===== config.mk =====
export PLATFORM = sky130hd
export DESIGN_NAME = uart_bus_master
export DESIGN_NICKNAME = d
export VERILOG_FILES = /design/src/rtl/uart_bus_master.sv
export SDC_FILE = /design/constraint.sdc
export NUM_CORES = 1
export LEC_CHECK = 0
export CAP_MARGIN = 20
export CORE_MARGIN = 3
export CORE_UTILIZATION = 35
export CTS_BUF_LIST = sky130_fd_sc_hd__clkbuf_4
export CTS_CLUSTER_SIZE = 10
export DETAILED_ROUTE_END_ITERATION = 8
export DONT_BUFFER_PORTS = 1
export GPL_ROUTABILITY_DRIVEN = 0
export SLEW_MARGIN = 15
export SYNTH_ARGS = -nofsm -noshare
export SYNTH_HDL_FRONTEND = slang
export SYNTH_SLANG_ARGS = --single-unit

===== constraint.sdc =====
create_clock -name clk -period 10.15 [get_ports clk]
set_input_delay 1.5225 -clock clk [delete_from_list [all_inputs] [get_ports clk]]
set_output_delay 1.5225 -clock clk [all_outputs]
set_load 0.01 [all_outputs]

===== src/rtl/uart_bus_master.sv =====
// UART-to-simple-bus bridge: 8N1 'W'/'R' command frames in, one-cycle re/we strobes out, 'K' / 4 read bytes / 'E' back.
// Strobe 1 cycle after the last command byte; response start bit 1 cycle after the strobe; no backpressure (bytes seen while responding are dropped).
module uart_bus_master #(
    parameter int unsigned TMO_BITS = 32
) (
    input  logic        clk,
    input  logic        rst,
    input  logic [15:0] dfv,
    input  logic        uart_rx,
    output logic        uart_tx,
    output logic [4:0]  addr,
    output logic        re,
    output logic        we,
    output logic [31:0] wd,
    input  logic [31:0] rd,
    output logic        busy
);

    localparam logic [2:0] S_IDLE     = 3'd0;
    localparam logic [2:0] S_GET_ADDR = 3'd1;
    localparam logic [2:0] S_GET_DATA = 3'd2;
    localparam logic [2:0] S_BUS_WR   = 3'd3;
    localparam logic [2:0] S_BUS_RD   = 3'd4;
    localparam logic [2:0] S_RESP     = 3'd5;
    localparam logic [2:0] S_ERR      = 3'd6;

    logic [2:0]  state;
    logic [15:0] dv_eff;
    assign dv_eff = (dfv < 16'd4) ? 16'd4 : dfv;

    logic        in_frame;
    assign in_frame = (state == S_GET_ADDR) || (state == S_GET_DATA);

    // ---------------- receiver ----------------
    logic [1:0]  rx_sync;
    logic        rx_s, rx_prev;
    logic        rx_act, rx_disc;
    logic [3:0]  rx_bit;
    logic [15:0] rx_cnt, rx_lim, rx_dv;
    logic [7:0]  rx_sh, rx_dat;
    logic        rx_vld, rx_ferr;
    logic        rx_start, rx_tick;

    assign rx_s     = rx_sync[1];
    assign rx_start = !rx_act && rx_prev && !rx_s;
    assign rx_tick  = rx_act && (rx_cnt == rx_lim - 16'd1);

    always_ff @(posedge clk or posedge rst) begin
        if (rst) begin
            rx_sync <= 2'b11;
            rx_prev <= 1'b1;
            rx_act  <= 1'b0;
            rx_disc <= 1'b0;
            rx_bit  <= 4'd0;
            rx_cnt  <= 16'd0;
            rx_lim  <= 16'd0;
            rx_dv   <= 16'd4;
            rx_sh   <= 8'd0;
            rx_dat  <= 8'd0;
            rx_vld  <= 1'b0;
            rx_ferr <= 1'b0;
        end else begin
            rx_sync <= {rx_sync[0], uart_rx};
            rx_prev <= rx_s;
            rx_vld  <= 1'b0;
            rx_ferr <= 1'b0;
            if (rx_start) begin
                // bytes that begin while a command is being executed or answered are dropped
                rx_act  <= 1'b1;
                rx_disc <= !((state == S_IDLE) || in_frame);
                rx_bit  <= 4'd0;
                rx_cnt  <= 16'd0;
                rx_dv   <= dv_eff;
                rx_lim  <= {1'b0, dv_eff[15:1]};
            end else if (rx_act) begin
                if (rx_tick) begin
                    rx_cnt <= 16'd0;
                    rx_lim <= rx_dv;
                    if (rx_bit == 4'd0) begin
                        if (rx_s) rx_act <= 1'b0;
                        else      rx_bit <= 4'd1;
                    end else if (rx_bit < 4'd9) begin
                        rx_sh  <= {rx_s, rx_sh[7:1]};
                        rx_bit <= rx_bit + 4'd1;
                    end else begin
                        rx_act <= 1'b0;
                        if (!rx_disc) begin
                            rx_vld  <= rx_s;
                            rx_ferr <= !rx_s;
                            rx_dat  <= rx_sh;
                        end
                    end
                end else begin
                    rx_cnt <= rx_cnt + 16'd1;
                end
            end
        end
    end

    // ---------------- timeout ----------------
    logic [47:0] tmo_cnt, tmo_lim;
    logic        tmo_hit;
    assign tmo_lim = 48'(TMO_BITS) * 48'(rx_dv);
    assign tmo_hit = (TMO_BITS != 0) && in_frame && !rx_act && (tmo_cnt == tmo_lim - 48'd1);

    // ---------------- transmitter control ----------------
    logic        tx_act;
    logic [3:0]  tx_bit;
    logic [15:0] tx_cnt, tx_dv;
    logic [7:0]  tx_sh;
    logic [31:0] resp;
    logic [1:0]  n_left;
    logic        tx_tick, tx_end, tx_go;
    logic [7:0]  tx_go_byte;

    assign tx_tick = tx_act && (tx_cnt == tx_dv - 16'd1);
    assign tx_end  = tx_tick && (tx_bit == 4'd9);

    always_comb begin
        tx_go      = 1'b0;
        tx_go_byte = 8'd0;
        case (state)
            S_BUS_WR: begin tx_go = 1'b1; tx_go_byte = 8'h4B;    end
            S_BUS_RD: begin tx_go = 1'b1; tx_go_byte = rd[7:0];  end
            S_ERR:    begin tx_go = 1'b1; tx_go_byte = 8'h45;    end
            S_RESP: begin
                if (tx_end && (n_left != 2'd0)) begin
                    tx_go      = 1'b1;
                    tx_go_byte = resp[15:8];
                end
            end
            default: ;
        endcase
    end

    // ---------------- command FSM and serializer ----------------
    logic        is_wr;
    logic [1:0]  dcnt;
    logic [4:0]  abuf;
    logic [31:0] wbuf;

    always_ff @(posedge clk or posedge rst) begin
        if (rst) begin
            state   <= S_IDLE;
            is_wr   <= 1'b0;
            dcnt    <= 2'd0;
            abuf    <= 5'd0;
            wbuf    <= 32'd0;
            addr    <= 5'd0;
            wd      <= 32'd0;
            tmo_cnt <= 48'd0;
            uart_tx <= 1'b1;
            tx_act  <= 1'b0;
            tx_bit  <= 4'd0;
            tx_cnt  <= 16'd0;
            tx_dv   <= 16'd4;
            tx_sh   <= 8'd0;
            resp    <= 32'd0;
            n_left  <= 2'd0;
        end else begin
            if (rx_start || rx_vld || !in_frame) tmo_cnt <= 48'd0;
            else if (!rx_act)                    tmo_cnt <= tmo_cnt + 48'd1;

            if (tx_go) begin
                uart_tx <= 1'b0;
                tx_act  <= 1'b1;
                tx_bit  <= 4'd0;
                tx_cnt  <= 16'd0;
                tx_dv   <= dv_eff;
                tx_sh   <= tx_go_byte;
            end else if (tx_act) begin
                if (tx_tick) begin
                    tx_cnt <= 16'd0;
                    if (tx_bit == 4'd9) begin
                        tx_act <= 1'b0;
                    end else begin
                        // ones shifted in behind the data become the stop bit
                        uart_tx <= tx_sh[0];
                        tx_sh   <= {1'b1, tx_sh[7:1]};
                        tx_bit  <= tx_bit + 4'd1;
                    end
                end else begin
                    tx_cnt <= tx_cnt + 16'd1;
                end
            end

            case (state)
                S_IDLE: begin
                    if (rx_vld) begin
                        if (rx_dat == 8'h57) begin
                            is_wr <= 1'b1;
                            state <= S_GET_ADDR;
                        end else if (rx_dat == 8'h52) begin
                            is_wr <= 1'b0;
                            state <= S_GET_ADDR;
                        end else begin
                            state <= S_ERR;
                        end
                    end
                end
                S_GET_ADDR: begin
                    if (rx_ferr || tmo_hit) begin
                        state <= S_IDLE;
                    end else if (rx_vld) begin
                        if (is_wr) begin
                            abuf  <= rx_dat[4:0];
                            dcnt  <= 2'd0;
                            state <= S_GET_DATA;
                        end else begin
                            addr  <= rx_dat[4:0];
                            state <= S_BUS_RD;
                        end
                    end
                end
                S_GET_DATA: begin
                    if (rx_ferr || tmo_hit) begin
                        state <= S_IDLE;
                    end else if (rx_vld) begin
                        wbuf <= {rx_dat, wbuf[31:8]};
                        dcnt <= dcnt + 2'd1;
                        if (dcnt == 2'd3) begin
                            wd    <= {rx_dat, wbuf[31:8]};
                            addr  <= abuf;
                            state <= S_BUS_WR;
                        end
                    end
                end
                S_BUS_WR: begin
                    n_left <= 2'd0;
                    state  <= S_RESP;
                end
                S_BUS_RD: begin
                    resp   <= rd;
                    n_left <= 2'd3;
                    state  <= S_RESP;
                end
                S_ERR: begin
                    n_left <= 2'd0;
                    state  <= S_RESP;
                end
                S_RESP: begin
                    if (tx_end) begin
                        if (n_left == 2'd0) begin
                            state <= S_IDLE;
                        end else begin
                            n_left <= n_left - 2'd1;
                            resp   <= resp >> 8;
                        end
                    end
                end
                default: state <= S_IDLE;
            endcase
        end
    end

    assign re   = (state == S_BUS_RD);
    assign we   = (state == S_BUS_WR);
    assign busy = (state != S_IDLE) || (rx_act && !rx_disc) || rx_vld;

endmodule


After elaboration in Yosys (flattened, before gate mapping)
Cells that the tools add are included.
{"block": "word_totals", "register_bits": 283, "latchBits": 0, "ram_bits": 0, "mem_bits_ro": 0, "input_bits": 51, "out_inout_bits": 41, "elab_cells": 215, "memories": 0}
{"block": "classes", "n_addsub": 10, "n_mul": 0, "n_div": 0, "order_cmp": 2, "n_eq_ne": 30, "shifts": 0, "muxes": 89, "n_bitwise": 5, "n_reduce_logical": 51}
{"op": "16-bit 2-to-1 mux", "n": 10}
{"op": "48-bit 2-to-1 mux", "n": 2}
{"op": "32-bit 2-to-1 mux", "n": 2}
{"op": "32-bit one-hot mux with 2 select lines", "n": 1}
{"op": "48-bit by 1-bit adder with 48-bit output, second input constant", "n": 1}
{"op": "48-bit == test", "n": 1}
{"op": "4-bit 2-to-1 mux", "n": 10}
{"op": "8-bit 2-to-1 mux", "n": 5}
{"op": "3-bit 2-to-1 mux", "n": 11}
{"op": "16-bit by 1-bit adder with 16-bit output, second input constant", "n": 2}
{"op": "16-bit == test", "n": 2}
{"op": "8-bit one-hot mux with 4 select lines", "n": 1}
{"op": "16-bit by 1-bit subtractor with 16-bit output, second input constant", "n": 2}
{"op": "5-bit 2-to-1 mux", "n": 6}
{"op": "1-bit 2-to-1 mux", "n": 29}
{"op": "2-bit != test, second input constant", "n": 11}
{"op": "21-bit by 1-bit subtractor with 22-bit output, second input constant", "n": 1}
{"op": "6-bit AND reduction", "n": 3}
{"op": "8-bit by 7-bit == test with 1-bit output, second input constant", "n": 2}
{"op": "16-bit by 3-bit less-than comparator with 1-bit output, second input constant", "n": 1}
{"op": "2-bit nonzero test", "n": 8}
{"op": "3-bit one-hot mux with 5 select lines", "n": 1}
{"op": "3-bit AND reduction", "n": 5}
{"op": "2-bit 2-to-1 mux", "n": 7}
{"op": "31 further kinds", "n": 63}

Logic depth before layout (Yosys ltp)
{"block": "depth", "ltp_word": 9, "depth_mapped": 12, "depth_no_buf": 10}

Least setup slack after synthesis
OpenSTA, ideal clock, no wires.
{"block": "synth_path", "path_kind": "register -> register", "from": "reg rx_lim[0]", "to": "reg rx_sh[0]", "t_arrival_ns": 3.097, "setup_slack_ns": 6.928, "path_stages_with_launch": 12, "n_path_buf": 2, "period_less_slack_ns": 3.222, "cell_sequence": "dfrtp_1 > inv_1 > ha_1 > or4b_2 > clkbuf_1 > nor3b_1 > o211ai_1 > a22oi_4 > nand4_4 > or4_4 > buf_6 > mux2_4"}
{"block": "synth_between", "elab_chain_cells": 4}
{"item": "start: declaration", "line_no": "39", "text": "logic [15:0] rx_cnt, rx_lim, rx_dv;"}
{"item": "start signal: assignment", "line_no": "74", "text": "rx_lim <= {1'b0, dv_eff[15:1]};"}
{"item": "start signal: assignment", "line_no": "78", "text": "rx_lim <= rx_dv;"}
{"item": "16-bit by 1-bit subtractor with 16-bit output", "line_no": "46", "text": "assign rx_tick = rx_act && (rx_cnt == rx_lim - 16'd1);"}
{"item": "16-bit == test", "line_no": "46"}
{"item": "1-bit logical AND", "line_no": "46"}
{"item": "5-bit AND reduction (no line)"}
{"item": "end signal: assignment", "line_no": "83", "text": "rx_sh <= {rx_s, rx_sh[7:1]};"}
{"item": "end: declaration", "line_no": "40", "text": "logic [7:0] rx_sh, rx_dat;"}
No other way between the ends.
A chain may end at the register's enable or synchronous reset.

Final worst setup path
{"block": "layout_path", "from": "reg state[0]", "to": "out re"}
{"block": "layout_between", "elab_chain_cells": 1}
{"item": "start: declaration", "line_no": "27", "text": "logic [2:0] state;"}
{"item": "start signal: assignment", "line_no": "144", "text": "state <= S_IDLE;"}
{"item": "start signal: assignment", "line_no": "192", "text": "state <= S_GET_ADDR;"}
{"item": "start signal: assignment", "line_no": "195", "text": "state <= S_GET_ADDR;"}
{"item": "3-bit == test", "line_no": "256", "text": "assign re = (state == S_BUS_RD);"}
{"item": "end: declaration", "line_no": "12", "text": "output logic re,"}
No other way between the ends.

==> qor.txt <==
# rows: 71
post-route minimum period: 4280 ps
H-tree levels: 3
crit path max fanout: 19
Worst Hold Launch: rx_sync[0]$_DFF_PP1_
synthesis-to-layout area growth: 11.1%
Max Slew Vio Count: 0
CP cell instances: buf_4 > nand2b_1 > inv_1
nets: 1411
total CTS buffers: 77
CP arrival: 2760 ps
status: completed
port bufs: 0
DRC Markers: 0
Startpoint Class: flip-flop
peak supply drop: 0.0636 mV
unrepaired setup endpoints after global routing: no
Detailed Route Iter0 Violations: 685
yosys warns: 0
initial antenna violation count: 1
full die area: 41400 um^2
Leak: 6.62 nW
cell at the slowest stage of the critical path: dfrtp_1
max incr delay on CP: 660 ps
clock tree sinks: 267
maximum number of pins on one net before global-route repair: 141
WL/cell: 16.6 um
CP required: 8630 ps
r2r startpoint: tx_dv[0]$_DFFE_PP0P_
R2R depth: 10
wirelength, routed: 31800 um
cts-stage hold buffer count: 0
relative slew slack: 0.302
TritonCTS clock tree: built
Post-synth EDFFs: 0
worst hold path stage count: 0
core area: 38000 um^2
Netlist cell types: 80
Yosys reg bits: 267
Hold/Removal Path Class: flip-flop to flip-flop
routed vias/inst: 5.26
Die Y-Extent: 203 um
most common cell after layout, fill and taps aside: dfrtp_1
final hold vios: 0
final setup violation count: 0
global-route wire length before repair: 52300 um
Post-CTS Setup Bufs: 0
via count: 10119
flop2flop setup slack: 6040 ps
post-synthesis instance total: 1321
die width: 203 um
non-filler cells, final: 1922
max_cap viols: 0
Cells after DPL: 1778
DP Wirelength: 21700 um
Clock Latency Late Sink: 740 ps
Mapped Avg Cell Area: 10.3 um^2
Clock transition at path regs: 70 ps
critical path type: flip-flop to output pin
share of final-layout standard cells stronger than drive strength 1: 0.194
Final ANT Viol Nets: 0
net count after synthesis: 1385
worst-case clock buffer depth: 3
final worst-path cycle share: 0.421
root buffer cell: clkbuf_4
Fill cells: 3831
Total GRT Usage: 0.153
total gr overflow: 0
GR Util met1: 0.213
predominant post-synthesis flop cell: dfrtp_1
GRT met2 Usage: 0.235
Starting Density: 0.359
aggregate negative setup slack: 0 ps
I/O pins: 92
asr flop ratio synth: 1.00
final core occ: 0.399
grt met3 use: 0.0386
Least-Margin Pin Slew: 1040 ps
Layout Skew: 65.9 ps
worst hold margin: 362 ps
mapped cell area: 13600 um^2
power density cells: 161 nW/um^2
max frequency: 0.234 GHz
# resized after CTS: 0
CP endpoint kind: output pin
post-synthesis sequential area ratio: 0.490
Buf+Inv Stages, Crit Path: 2
1st-pass router iterations: 5
Total Power: 2.44 mW
commonest non-fill, non-tap cells in the layout: dfrtp_1 (261), nor2_1 (132), clkbuf_4 (121), nand2_1 (111), mux2_2 (94)
vias in the first global route: 10044
hold path endpoint: rx_sync[1]$_DFF_PP1_
Worst R2R End: tx_dv[11]$_DFFE_PP0P_
Most Crowded Layer GR: met2
Top delay family on crit path: buffers and inverters
==> per-layer routing <==
| metal | vias up | wire, um |
|---|---|---|
| li1 | 4834 | - |
| met1 | 5007 | 15000 |
| met2 | 237 | 14400 |
| met3 | 41 | 1890 |
| met4 | 0 | 534 |
| met5 | - | 0 |
==> cells in the mapped netlist (all sizes together), types with 26 or more instances <==
cell,n,share of area
inv,26,0.0072
nand2,111,0.031
a21oi,50,0.018
o22ai,36,0.017
xnor2,57,0.037
o21ai,47,0.017
clkbuf,50,0.014
xor2,68,0.044
nand4,30,0.015
nor2,133,0.037
dfrtp,261,0.48
nand3,49,0.018
nor3,27,0.010
mux2,105,0.089
==> worst max-delay path by stage <==
stage                          from               endpoint  cells past startpoint
3_3_place_gp   tx_dv[0]$_DFFE_PP0P_  tx_dv[11]$_DFFE_PP0P_                     10
2_1_floorplan                   rst    abuf[0]$_DFFE_PP0P_                      1
4_1_cts        state[0]$_DFFE_PP0P_                     re                      3
3_5_place_dp   tx_dv[0]$_DFFE_PP0P_  tx_dv[11]$_DFFE_PP0P_                     10
6_report       state[0]$_DFFE_PP0P_                     re                      3
5_1_grt        state[0]$_DFFE_PP0P_                     re                      3
==> kinds of logic (layout without fill, tap and decap cells) <==
kind of cell	count (synthesis)	in the layout	share of synthesized area
fa+ha+maj	13	13	0.0119
buf+inv	91	180	0.0270
mux	130	130	0.107
flops	267	267	0.490
simple gates	477	477	0.179
other cells	0	1	0
xor+xnor	125	125	0.0802
compound gates	218	218	0.105
==> worst register-to-register path: stages, from the launching register on <==
cell and delay, ps:
dfrtp_1 440, inv_1 80, ha_1 190, nor4b_2 290
nand2_1 160, or4_1 520, a21o_1 210, nor4_4 400
nand4_2 670, and2_1 640, mux2_1 390
==> power by group <==
| part | switching, mW | internal [mW] |
|---|---|---|
| sequential | 0.0856 | 1.11 |
| combinational | 0.115 | 0.0975 |
| clock | 0.483 | 0.549 |
==> metrics by stage <==
step	worst slack [ps]	instance area, um^2
after floorplan	1280	13600
after global placement	6160	14100
after detailed placement	6060	14100
after CTS	5810	15100
after global routing	5650	15200
final	5870	15200
==> state kept, by name, summed over array words and instances, names as in the netlist, 8 cells and up <==
register	flops
tmo_cnt	48
wbuf	24
wd	32
rx_sh	8
tx_cnt	16
rx_lim	16
tx_dv	16
tx_sh	8
rx_cnt	16
rx_dv	16
rx_dat	8
resp	24
==> cell type report <==
cell class,count,area (um^2),share of cell area
diodes,1,2.50,0.000165
multi-input cells,963,6590,0.435
well taps,511,639,0.0422
flip-flops and latches,267,6690,0.441
clock buffers,121,908,0.0599
inverters,26,105,0.00693
repair buffers,12,110,0.00726
clock inverters,21,110,0.00726
(Power assumes the default switching activity.)
